**src/rtl/lif_pkg.sv**
```systemverilog
// Shared types and constants for the time-multiplexed LIF neuron scheduler.
// Holds the FSM state encoding, the config register map and the config reset values.
package lif_pkg;

   typedef enum logic [1:0] {
      ST_IDLE   = 2'd0,
      ST_REQ    = 2'd1,
      ST_UPDATE = 2'd2,
      ST_DONE   = 2'd3
   } state_e;

   localparam logic [1:0] CFG_THRESH = 2'd0;
   localparam logic [1:0] CFG_LEAK   = 2'd1;
   localparam logic [1:0] CFG_EN     = 2'd2;
   localparam logic [1:0] CFG_CLR    = 2'd3;

   localparam int THRESH_RST = 128;
   localparam int LEAK_RST   = 2;

endpackage

```
**src/rtl/lif_neuron_scheduler_if.sv**
```systemverilog
// Config-write and input-current handshake bundle between the pin wrapper and the scheduler.
// The master modport is the scheduler; the slave modport is the wrapper/current source.
interface lif_neuron_scheduler_if #(
   parameter int NUM_NEURONS = 4,
   parameter int WIDTH       = 8
);
   localparam int ID_W = $clog2(NUM_NEURONS);

   logic             cfg_we;
   logic [1:0]       cfg_addr;
   logic [WIDTH-1:0] cfg_data;
   logic             cur_req;
   logic [ID_W-1:0]  cur_id;
   logic             cur_valid;
   logic [WIDTH-1:0] cur_data;

   modport master (
      output cur_req, cur_id,
      input  cfg_we, cfg_addr, cfg_data, cur_valid, cur_data
   );

   modport slave (
      input  cur_req, cur_id,
      output cfg_we, cfg_addr, cfg_data, cur_valid, cur_data
   );

endinterface

```
**src/rtl/lif_update_datapath.sv**
```systemverilog
// Combinational membrane update shared by all virtual neurons:
// leak by right shift, integrate the input current with saturation, compare to threshold.
module lif_update_datapath #(
   parameter int WIDTH = 8
) (
   input  logic [WIDTH-1:0] v,
   input  logic [WIDTH-1:0] cur,
   input  logic [2:0]       leak_shift,
   input  logic [WIDTH-1:0] threshold,
   output logic [WIDTH-1:0] v_next,
   output logic             fire
);

   logic [WIDTH-1:0] leak_amt;
   logic [WIDTH-1:0] v_leak;
   logic [WIDTH:0]   sum;

   // NOTE: every signal driven here gets a value on every path, so no latch can be inferred.
   always_comb begin
      leak_amt = '0;
      if (leak_shift != 3'd0) begin
         leak_amt = v >> leak_shift;
      end
      v_leak = v - leak_amt;
      sum    = {1'b0, v_leak} + {1'b0, cur};
      v_next = sum[WIDTH] ? {WIDTH{1'b1}} : sum[WIDTH-1:0];
      fire   = (v_next >= threshold);
   end

endmodule

```
**src/rtl/lif_neuron_scheduler.sv**
```systemverilog
// Sweeps NUM_NEURONS virtual LIF neurons through one shared update datapath per tick,
// fetching each neuron's current over a req/valid handshake and publishing a spike vector.
module lif_neuron_scheduler
   import lif_pkg::*;
#(
   parameter int NUM_NEURONS  = 4,
   parameter int WIDTH        = 8,
   parameter int REFRAC_TICKS = 2
) (
   input  logic                   clk,
   input  logic                   rst,
   input  logic                   tick,
   lif_neuron_scheduler_if.master bus,
   output logic [NUM_NEURONS-1:0] spikes,
   output logic                   done,
   output logic                   busy,
   output logic                   overrun
);

   localparam int ID_W = $clog2(NUM_NEURONS);
   localparam int RC_W = (REFRAC_TICKS > 0) ? $clog2(REFRAC_TICKS + 1) : 1;
   localparam logic [ID_W-1:0] LAST_ID = ID_W'(NUM_NEURONS - 1);
   localparam logic [RC_W-1:0] RC_LOAD = RC_W'(REFRAC_TICKS);

   state_e                 state_q, state_d;
   logic [ID_W-1:0]        n_q, n_d;
   logic [WIDTH-1:0]       v_q [NUM_NEURONS];
   logic [WIDTH-1:0]       v_d [NUM_NEURONS];
   logic [RC_W-1:0]        rc_q [NUM_NEURONS];
   logic [RC_W-1:0]        rc_d [NUM_NEURONS];
   logic [WIDTH-1:0]       cur_q, cur_d;
   logic [WIDTH-1:0]       thr_q, thr_d, thr_s_q, thr_s_d;
   logic [2:0]             leak_q, leak_d, leak_s_q, leak_s_d;
   logic [NUM_NEURONS-1:0] en_q, en_d, en_s_q, en_s_d;
   logic [NUM_NEURONS-1:0] acc_q, acc_d, spikes_q, spikes_d;
   logic                   done_q, done_d, busy_q, busy_d, overrun_q, overrun_d;
   logic                   cur_req_q, cur_req_d;
   logic [ID_W-1:0]        cur_id_q, cur_id_d;

   logic [WIDTH-1:0]             dp_v_next;
   logic                         dp_fire;
   logic [ID_W-1:0]              n_next;
   logic [NUM_NEURONS+WIDTH-1:0] cfg_ext;

   assign n_next  = n_q + 1'b1;
   assign cfg_ext = {{NUM_NEURONS{1'b0}}, bus.cfg_data};

   lif_update_datapath #(.WIDTH(WIDTH)) u_dp (
      .v          (v_q[n_q]),
      .cur        (cur_q),
      .leak_shift (leak_s_q),
      .threshold  (thr_s_q),
      .v_next     (dp_v_next),
      .fire       (dp_fire)
   );

   always_comb begin
      state_d   = state_q;
      n_d       = n_q;
      v_d       = v_q;
      rc_d      = rc_q;
      cur_d     = cur_q;
      thr_d     = thr_q;
      leak_d    = leak_q;
      en_d      = en_q;
      thr_s_d   = thr_s_q;
      leak_s_d  = leak_s_q;
      en_s_d    = en_s_q;
      acc_d     = acc_q;
      spikes_d  = spikes_q;
      done_d    = 1'b0;
      busy_d    = busy_q;
      overrun_d = overrun_q;
      cur_req_d = cur_req_q;
      cur_id_d  = cur_id_q;

      // The live config registers take every write; a sweep only ever sees its shadow copy.
      if (bus.cfg_we) begin
         case (bus.cfg_addr)
            CFG_THRESH: thr_d  = bus.cfg_data;
            CFG_LEAK:   leak_d = bus.cfg_data[2:0];
            CFG_EN:     en_d   = cfg_ext[NUM_NEURONS-1:0];
            default: begin
               if (state_q == ST_IDLE) begin
                  for (int i = 0; i < NUM_NEURONS; i++) begin
                     v_d[i]  = '0;
                     rc_d[i] = '0;
                  end
               end
            end
         endcase
      end

      if (tick && (state_q != ST_IDLE)) begin
         overrun_d = 1'b1;
      end

      case (state_q)
         ST_IDLE: begin
            if (tick) begin
               thr_s_d  = thr_q;
               leak_s_d = leak_q;
               en_s_d   = en_q;
               n_d      = '0;
               acc_d    = '0;
               busy_d   = 1'b1;
               if (en_q[0] && (rc_q[0] == '0)) begin
                  state_d   = ST_REQ;
                  cur_req_d = 1'b1;
                  cur_id_d  = '0;
               end else begin
                  state_d = ST_UPDATE;
               end
            end
         end

         ST_REQ: begin
            if (bus.cur_valid) begin
               cur_d     = bus.cur_data;
               cur_req_d = 1'b0;
               state_d   = ST_UPDATE;
            end
         end

         ST_UPDATE: begin
            if (en_s_q[n_q]) begin
               if (rc_q[n_q] != '0) begin
                  rc_d[n_q] = rc_q[n_q] - 1'b1;
                  v_d[n_q]  = '0;
               end else if (dp_fire) begin
                  acc_d[n_q] = 1'b1;
                  v_d[n_q]   = '0;
                  rc_d[n_q]  = RC_LOAD;
               end else begin
                  v_d[n_q] = dp_v_next;
               end
            end
            if (n_q == LAST_ID) begin
               state_d = ST_DONE;
            end else begin
               n_d = n_next;
               if (en_s_q[n_next] && (rc_q[n_next] == '0)) begin
                  state_d   = ST_REQ;
                  cur_req_d = 1'b1;
                  cur_id_d  = n_next;
               end else begin
                  state_d = ST_UPDATE;
               end
            end
         end

         default: begin
            spikes_d = acc_q;
            done_d   = 1'b1;
            busy_d   = 1'b0;
            state_d  = ST_IDLE;
         end
      endcase
   end

   // NOTE: sequential state is updated only with non-blocking assignments so every flop
   // samples the pre-edge value of every other flop.
   always_ff @(posedge clk) begin
      if (rst) begin
         state_q   <= ST_IDLE;
         n_q       <= '0;
         // NOTE: the membrane file is reset explicitly because a fresh sweep must start
         // from V=0; a memory that may legally power up as garbage would skip this.
         for (int i = 0; i < NUM_NEURONS; i++) begin
            v_q[i]  <= '0;
            rc_q[i] <= '0;
         end
         cur_q     <= '0;
         thr_q     <= WIDTH'(THRESH_RST);
         leak_q    <= 3'(LEAK_RST);
         en_q      <= '1;
         thr_s_q   <= WIDTH'(THRESH_RST);
         leak_s_q  <= 3'(LEAK_RST);
         en_s_q    <= '1;
         acc_q     <= '0;
         spikes_q  <= '0;
         done_q    <= 1'b0;
         busy_q    <= 1'b0;
         overrun_q <= 1'b0;
         cur_req_q <= 1'b0;
         cur_id_q  <= '0;
      end else begin
         state_q   <= state_d;
         n_q       <= n_d;
         v_q       <= v_d;
         rc_q      <= rc_d;
         cur_q     <= cur_d;
         thr_q     <= thr_d;
         leak_q    <= leak_d;
         en_q      <= en_d;
         thr_s_q   <= thr_s_d;
         leak_s_q  <= leak_s_d;
         en_s_q    <= en_s_d;
         acc_q     <= acc_d;
         spikes_q  <= spikes_d;
         done_q    <= done_d;
         busy_q    <= busy_d;
         overrun_q <= overrun_d;
         cur_req_q <= cur_req_d;
         cur_id_q  <= cur_id_d;
      end
   end

   assign bus.cur_req = cur_req_q;
   assign bus.cur_id  = cur_id_q;
   assign spikes      = spikes_q;
   assign done        = done_q;
   assign busy        = busy_q;
   assign overrun     = overrun_q;

endmodule

```
**src/flat_wrapper.sv**
```systemverilog
// flat-port wrapper written by rule: the top's interface ports become plain ports
module lif_neuron_scheduler_flat import lif_pkg::*;
#(
   parameter int NUM_NEURONS  = 4,
   parameter int WIDTH        = 8,
   parameter int REFRAC_TICKS = 2
)
  (clk, rst, tick, spikes, done, busy, overrun, bus_cur_req, bus_cur_id, bus_cfg_we, bus_cfg_addr, bus_cfg_data, bus_cur_valid, bus_cur_data);
  lif_neuron_scheduler_if #(.NUM_NEURONS(NUM_NEURONS), .WIDTH(WIDTH)) bus_i ();
  input  logic clk;
  input  logic rst;
  input  logic tick;
  output logic [NUM_NEURONS-1:0] spikes;
  output logic done;
  output logic busy;
  output logic overrun;
  output wire logic [$bits(bus_i.cur_req)-1:0] bus_cur_req;
  output wire logic [$bits(bus_i.cur_id)-1:0] bus_cur_id;
  input wire logic [$bits(bus_i.cfg_we)-1:0] bus_cfg_we;
  input wire logic [$bits(bus_i.cfg_addr)-1:0] bus_cfg_addr;
  input wire logic [$bits(bus_i.cfg_data)-1:0] bus_cfg_data;
  input wire logic [$bits(bus_i.cur_valid)-1:0] bus_cur_valid;
  input wire logic [$bits(bus_i.cur_data)-1:0] bus_cur_data;
  assign bus_cur_req = bus_i.cur_req;
  assign bus_cur_id = bus_i.cur_id;
  assign bus_i.cfg_we = bus_cfg_we;
  assign bus_i.cfg_addr = bus_cfg_addr;
  assign bus_i.cfg_data = bus_cfg_data;
  assign bus_i.cur_valid = bus_cur_valid;
  assign bus_i.cur_data = bus_cur_data;
  lif_neuron_scheduler #(.NUM_NEURONS(NUM_NEURONS), .WIDTH(WIDTH), .REFRAC_TICKS(REFRAC_TICKS)) u_core (.clk(clk), .rst(rst), .tick(tick), .bus(bus_i), .spikes(spikes), .done(done), .busy(busy), .overrun(overrun));
endmodule
```
**config.mk**
```make
export PLATFORM = sky130hd
export DESIGN_NAME = lif_neuron_scheduler_flat
export DESIGN_NICKNAME = d
export VERILOG_FILES = /design/src/rtl/lif_pkg.sv /design/src/rtl/lif_neuron_scheduler_if.sv /design/src/rtl/lif_update_datapath.sv /design/src/rtl/lif_neuron_scheduler.sv /design/src/flat_wrapper.sv
export SDC_FILE = /design/constraint.sdc
export NUM_CORES = 1
export LEC_CHECK = 0
export ABC_AREA = 1
export CORE_ASPECT_RATIO = 1.1
export CORE_UTILIZATION = 55
export DETAILED_ROUTE_END_ITERATION = 8
export PLACE_DENSITY = 0.79
export RECOVER_POWER = 100
export REMOVE_ABC_BUFFERS = 1
export SYNTH_ARGS = -nofsm -noshare
export SYNTH_HDL_FRONTEND = slang
export SYNTH_SLANG_ARGS = --single-unit
```
**constraint.sdc**
```tcl
create_clock -name clk -period 5.09 [get_ports clk]
set_input_delay 0.7635 -clock clk [delete_from_list [all_inputs] [get_ports clk]]
set_output_delay 0.7635 -clock clk [all_outputs]
set_load 0.05 [all_outputs]
```
; ---- Word level (Yosys, flattened, before mapping)
; Index checks and enable logic that the tools add are counted.
[totals]
reg_bits = 96
inputBits = 23
output_inout_bits = 10
elab_cells = 151
[op_classes]
add_sub_neg = 4
n_lt_le_gt_ge = 7
eq_ne = 13
shifts = 1
mux = 65
bitwise = 9
reduce_logical = 28
[ops]
columns = cell, n
row1 = 32-bit 2-to-1 mux, 7
row2 = 8-bit 2-to-1 mux, 12
row3 = 32-bit bitwise AND, 1
row4 = 32-bit bitwise mux, 1
row5 = 2-bit 2-to-1 mux, 16
row6 = 32-bit inverter, 1
row7 = 8-bit binary-select mux with 2-bit select, 1
row8 = 8-bit demux with 2-bit select, 1
row9 = 4-bit 2-to-1 mux, 4
row10 = 2-bit AND reduction, 7
row11 = 1-bit 2-to-1 mux, 10
row12 = "2-bit != test, second input constant", 5
row13 = 5-bit AND reduction, 2
row14 = 8-bit by 8-bit adder with 9-bit output, 1
row15 = 2-bit binary-select mux with 2-bit select, 2
row16 = 8-bit bitwise mux, 1
row17 = 8-bit greater-or-equal comparator, 1
row18 = 2-bit logical NOT, 4
row19 = 4-bit bitwise OR, 2
row20 = 2-bit case mux with 2 select lines, 2
row21 = 4-bit case mux with 2 select lines, 1
row22 = 8-bit by 3-bit >> shifter with 8-bit output, 1
row23 = 8-bit subtractor, 1
row24 = "2-bit equality test, second input constant", 3
row25 = other kinds (25), 40

; ---- Logic depth before layout (Yosys ltp)
[logic_depth]
ltp_word = 14
mapped_depth = 39
depth_no_buf = 38

; ---- Cells and area by module
; Synthesis repeated with hierarchy kept, for this count alone.
[hier_totals]
hier_cells = 817
hier_area_um2 = 5531.6
[by_module_without_submodules]
columns = module, instances, cells_each, area_each_um2, seq_area_each_um2
row1 = lif_neuron_scheduler, 1, 603, 4291.6, 1921.8
row2 = lif_update_datapath, 1, 214, 1239.9, 0.0

; ---- Least setup slack after synthesis
; OpenSTA, ideal clock, no wires.
[synth_timing]
path_kind = flip-flop to flip-flop
startpoint = reg u_core.n_q[0]
endpoint = reg u_core.v_q[23] in the netlist's numbering
setup_time_ns = 0.070
arrival_ns = 4.598
required_time_ns = 5.020
slack_ns = 0.422
path_stages_with_launch = 34
n_path_buf = 4
synth_period_minus_slack_ns = 4.668
path_cell_list = dfxtp_1 buf_6 buf_2 buf_2 o21ai_0 nand2_1 a31oi_1 o21ai_0 nand2_1 ha_1 inv_1 fa_1 nand3_1 nand3_1 a21o_1 a21oi_1 xor2_1 ha_1 nand2_1 inv_1 a21oi_1 nand2_1 or2_2 clkbuf_1 ha_1 nand2_1 nor2_1 nor2_1 nand2_1 nand2_1 nand2_2 nor2_4 nand2_1 a21oi_1
[synth_between]
elab_chain_cells = 14
elab_cells_between_ends = 28
cone_classes = add/sub: 2 / order compare: 3 / shift: 1 / mux: 17 / bitwise: 3 / reduce/logical: 2
[synth_lines]
columns = element, line
row1 = start: declaration, lif_neuron_scheduler.sv:26  ; logic [ID_W-1:0] n_q, n_d;
row2 = start signal: assignment, lif_neuron_scheduler.sv:189  ; n_q <= n_d;
row3 = 2-bit inverter with 3-bit output (not written as such), --
row4 = 8-bit binary-select mux with 2-bit select, lif_neuron_scheduler.sv:49  ; .v (v_q[n_q]),
row5 = 8-bit 2-to-1 mux (not written as such) (2 in series), lif_neuron_scheduler.sv:49
row6 = 8-bit by 3-bit >> shifter with 8-bit output, lif_update_datapath.sv:22  ; leak_amt = v >> leak_shift;
row7 = 8-bit 2-to-1 mux, lif_update_datapath.sv:21  ; if (leak_shift != 3'd0) begin
row8 = 8-bit subtractor, lif_update_datapath.sv:24  ; v_leak = v - leak_amt;
row9 = 8-bit by 8-bit adder with 9-bit output, lif_update_datapath.sv:25  ; sum = {1'b0, v_leak} + {1'b0, cur};
row10 = 8-bit 2-to-1 mux, lif_update_datapath.sv:26  ; v_next = sum[WIDTH] ? {WIDTH{1'b1}} : sum[WIDTH-1:0];
row11 = 8-bit greater-or-equal comparator / 32-bit bitwise mux (equally long branches), "lif_update_datapath.sv:27, lif_neuron_scheduler.sv:135"
row12 = 32-bit 2-to-1 mux, lif_neuron_scheduler.sv:130  ; end else if (dp_fire) begin
row13 = 32-bit 2-to-1 mux, lif_neuron_scheduler.sv:127  ; if (rc_q[n_q] != '0) begin
row14 = 32-bit 2-to-1 mux (*), lif_neuron_scheduler.sv:126  ; if (en_s_q[n_q]) begin
row15 = 32-bit 2-to-1 mux (*), lif_neuron_scheduler.sv:98  ; case (state_q)
row16 = end signal: assignment, lif_neuron_scheduler.sv:190  ; v_q <= v_d;
row17 = end: declaration, lif_neuron_scheduler.sv:27  ; logic [WIDTH-1:0] v_q [NUM_NEURONS];
; Mark *: on every way between the ends. The rest lies on a longest branch, timed or not. The select of a mux whose other input is x is not followed.
; A chain may end at the register's enable or synchronous reset.

; ---- Final worst setup path
[layout_timing]
startpoint = reg u_core.n_q[0]
endpoint = reg u_core.v_q[10] in the netlist's numbering
; Same word-level chain as after synthesis.

==> results.cfg <==
[critical_path]
max_stage_delay_ns = 0.37
critPathBufInv = 5
worstPathArrival_ns = 4.98
cp_max_fo = 19
critical_path_class = reg2reg
regToRegSetupSlack_ns = 0.41
crit_required_ns = 5.39
crit_top_cell = nand2_1
crit_family = simple AND/OR/NAND/NOR gates
critical_path.slowest_cell = dfxtp_4
start_kind = flip-flop
crit_path_end_kind = flip-flop

[clock_tree]
clock_sinks = 96
clockBufferDepth = 2
htree_levels = 3
holdBufCountCts = 0
cts_tree = yes
cts.clk_slew.worst_paths_ns = 0.10
cts_buffers = 9
clock_latency_ns = 0.37
root_buffer = clkbuf_8

[sta]
finalSetupViolCount = 0
layout_min_cycle_time_ns = 4.68
hold_viol = 0
worstMarginPinSlew_ns = 1.11
holdWs_ns = 0.462
finalCritPeriodShare_pct = 91.9
finClkSkew_ns = 0.0143
drv_slew = 0
max_slew_margin_pct = 25.5
fmax_ghz = 0.214

[floorplan]
io_pins = 33
design.die.area_um2 = 10700
rows = 38
die_x_um = 98.6
core_region_area_um2 = 9940
start_util_pct = 56.8
chipHeight_um = 108

[placed_design]
dp_hpwl_um = 11200
place_area_um2 = 6190
numPortBuffers = 32
place_congestion = 0.940

[global_routing]
grt_pass1_vias = 5260
grt_max_degree = 30
antenna_found_initial = 0
grt_pass1_wl_um = 24600
grtUsageTotal_pct = 28.9
grt_overflow = 0

[layout]
final_util_pct = 65.5
areaGrowthSynthToFinish_pct = 15.3
n_fill_cell = 894
nNetsFinal = 949
diodes = 0
drive_gt1_share_pct = 10.7
final_area_um2 = 6510

[synthesis]
ys.flop_type = dfxtp_1
ys_async_sr_fraction_pct = 0
synth_top_area_share_pct = 34.1
synth_compound_area_share_pct = 17.0
yosysUniqueCellTypes = 40
synthTopCellsByArea = dfxtp_1 34%, nand2_1 13%, a21oi_1 8.4%, ha_1 7.1%, inv_1 6.5%
synthSimpleGateAreaFrac_pct = 30.3
synth_top_family_by_area = simple AND/OR/NAND/NOR gates
synth_xor_area_share_pct = 1.24
synth_cells = 848
ys_seq_elements = 96
syn_area_um2 = 5640
yosys.area_share.adder_pct = 7.80
synthMuxAreaShare_pct = 0
syn_avg_cell_area_um2 = 6.66
ys_seq_area_share_pct = 34.1
yosys.area.top_type = dfxtp_1
synth_edf_count = 0
yosys_warnings = 0

[run_status]
outcome = finished clean

[route]
dr_total_vias = 5588
via_per_inst = 5.49
ant_nets = 0
wl_per_cell_um = 14.6
firstDrtPassIters = 5
drt_iter0_markers = 402
drt_wl_total_um = 14800
drc_errors = 0

[hold_path]
hold_path.class = reg2reg

[job]
drv_cap = 0
-- kinds of logic after synthesis --
group,after synthesis
and+or+nand+nor,390
adders and majority gates,34
xor gates and xnor gates,8
AOI/OAI and AO/OA,185
buffers and inverters,135
DFF,96
-- through the flow --
| step | setup slack (ns) | std cells | setup TNS, ns |
|---|---|---|---|
| 6_report | 0.414 | 1017 | 0 |
| 2_1_floorplan | 0.0990 | 818 | 0 |
| 5_1_grt | -0.00474 | 1017 | -0.00848 |
| 4_1_cts | 0.0164 | 1014 | 0 |
| 3_5_place_dp | -0.00373 | 998 | -0.00373 |
| 3_3_place_gp | 0.129 | 998 | 0 |
-- final timing paths --
check | startpoint | to | depth (start not counted)
worst max-delay path | u_core.n_q[0] | u_core.v_q[10] | 32
worst min-delay path | u_core.acc_q[2] | u_core.spikes[2] | 2
worst max register to register | u_core.n_q[0] | u_core.v_q[10] | 32
worst min register to register | u_core.acc_q[2] | u_core.spikes[2] | 2
-- synth_stat cells (2+ instances only) --
library cell and n:
nand2_1 194, inv_1 97, dfxtp_1 96, a21oi_1 95
nor2_1 93, nand3_1 70, o21ai_0 66, ha_1 32
clkbuf_1 16, o21ai_1 10, buf_2 8, nand2_2 6
nor2_2 6, inv_2 5, nand3_2 5, o211ai_1 5
xor2_1 5, buf_1 3, nor2_4 3, nor3_1 3
xnor2_1 3, a21o_1 2, a31oi_1 2, and3_1 2
buf_4 2, clkinv_1 2, fa_1 2, nand3_4 2
nand4_1 2
-- cells in the final DEF, fill, tap and decap left out, types with 4 or more instances in the layout --
cell and instances:
a21oi_1 92, buf_4 27, clkbuf_8 11, clkdlybuf4s50_1 21, dfxtp_1 94, dlygate4sd3_1 11
ha_1 30, inv_1 96, inv_2 5, inv_6 4, nand2_1 192, nand2_2 6
nand3_1 68, nand3_2 6, nor2_1 93, nor2_2 5, nor2_4 4, o211ai_1 5
o21ai_0 66, o21ai_1 5, o21ai_2 5, xor2_1 5
-- flip-flops by register name, summed over array words and instances (netlist names) --
name                flops
u_core.spikes           4
u_core.thr_s_q          8
u_core.rc_q             8
u_core.bus.cur_req      1
u_core.overrun          1
u_core.bus.cur_id       2
u_core.cur_q            8
u_core.thr_q            8
u_core.leak_s_q         3
u_core.acc_q            4
u_core.state_q          2
u_core.busy             1
u_core.en_s_q           4
u_core.done             1
u_core.n_q              2
u_core.v_q             32
u_core.en_q             4
u_core.leak_q           3
-- per-layer routing --
layer  global-route usage (%)  up-vias  routed length, um
li1                         -     2841                  -
met2                     52.8      149               7410
met3                     4.01       27                705
met5                        0        -                  0
met4                     11.2        0                326
met1                     34.4     2571               6380
-- area by class of cell --
cell class	count	area (um^2)	area share, %
multi-input combinational	617	3280	50.4
sequential	96	1930	29.6
timing repair buffer	63	551	8.46
inverter	105	402	6.17
clock buffer	11	151	2.33
tap	120	150	2.31
clock inverter	5	45.0	0.692
-- worst reg2reg max path, delay by kind of cell (launching register included) --
| kind | cells | cell delay (ns) |
|---|---|---|
| xor gates and xnor gates | 1 | 0.16 |
| adders and majority gates | 4 | 1.09 |
| buffers and inverters | 5 | 0.47 |
| and+or+nand+nor | 15 | 1.56 |
| AOI/OAI and AO/OA | 7 | 0.97 |
| DFF | 1 | 0.37 |
-- timing repair --
action	CTS	global route
pin swaps	0	6
gates resized for setup	3	26
setup endpoints to repair	9	44
buffers inserted	0	3
Power is not shown: default switching activity piles up to over one toggle a cycle in this logic, so the estimate is an artifact.
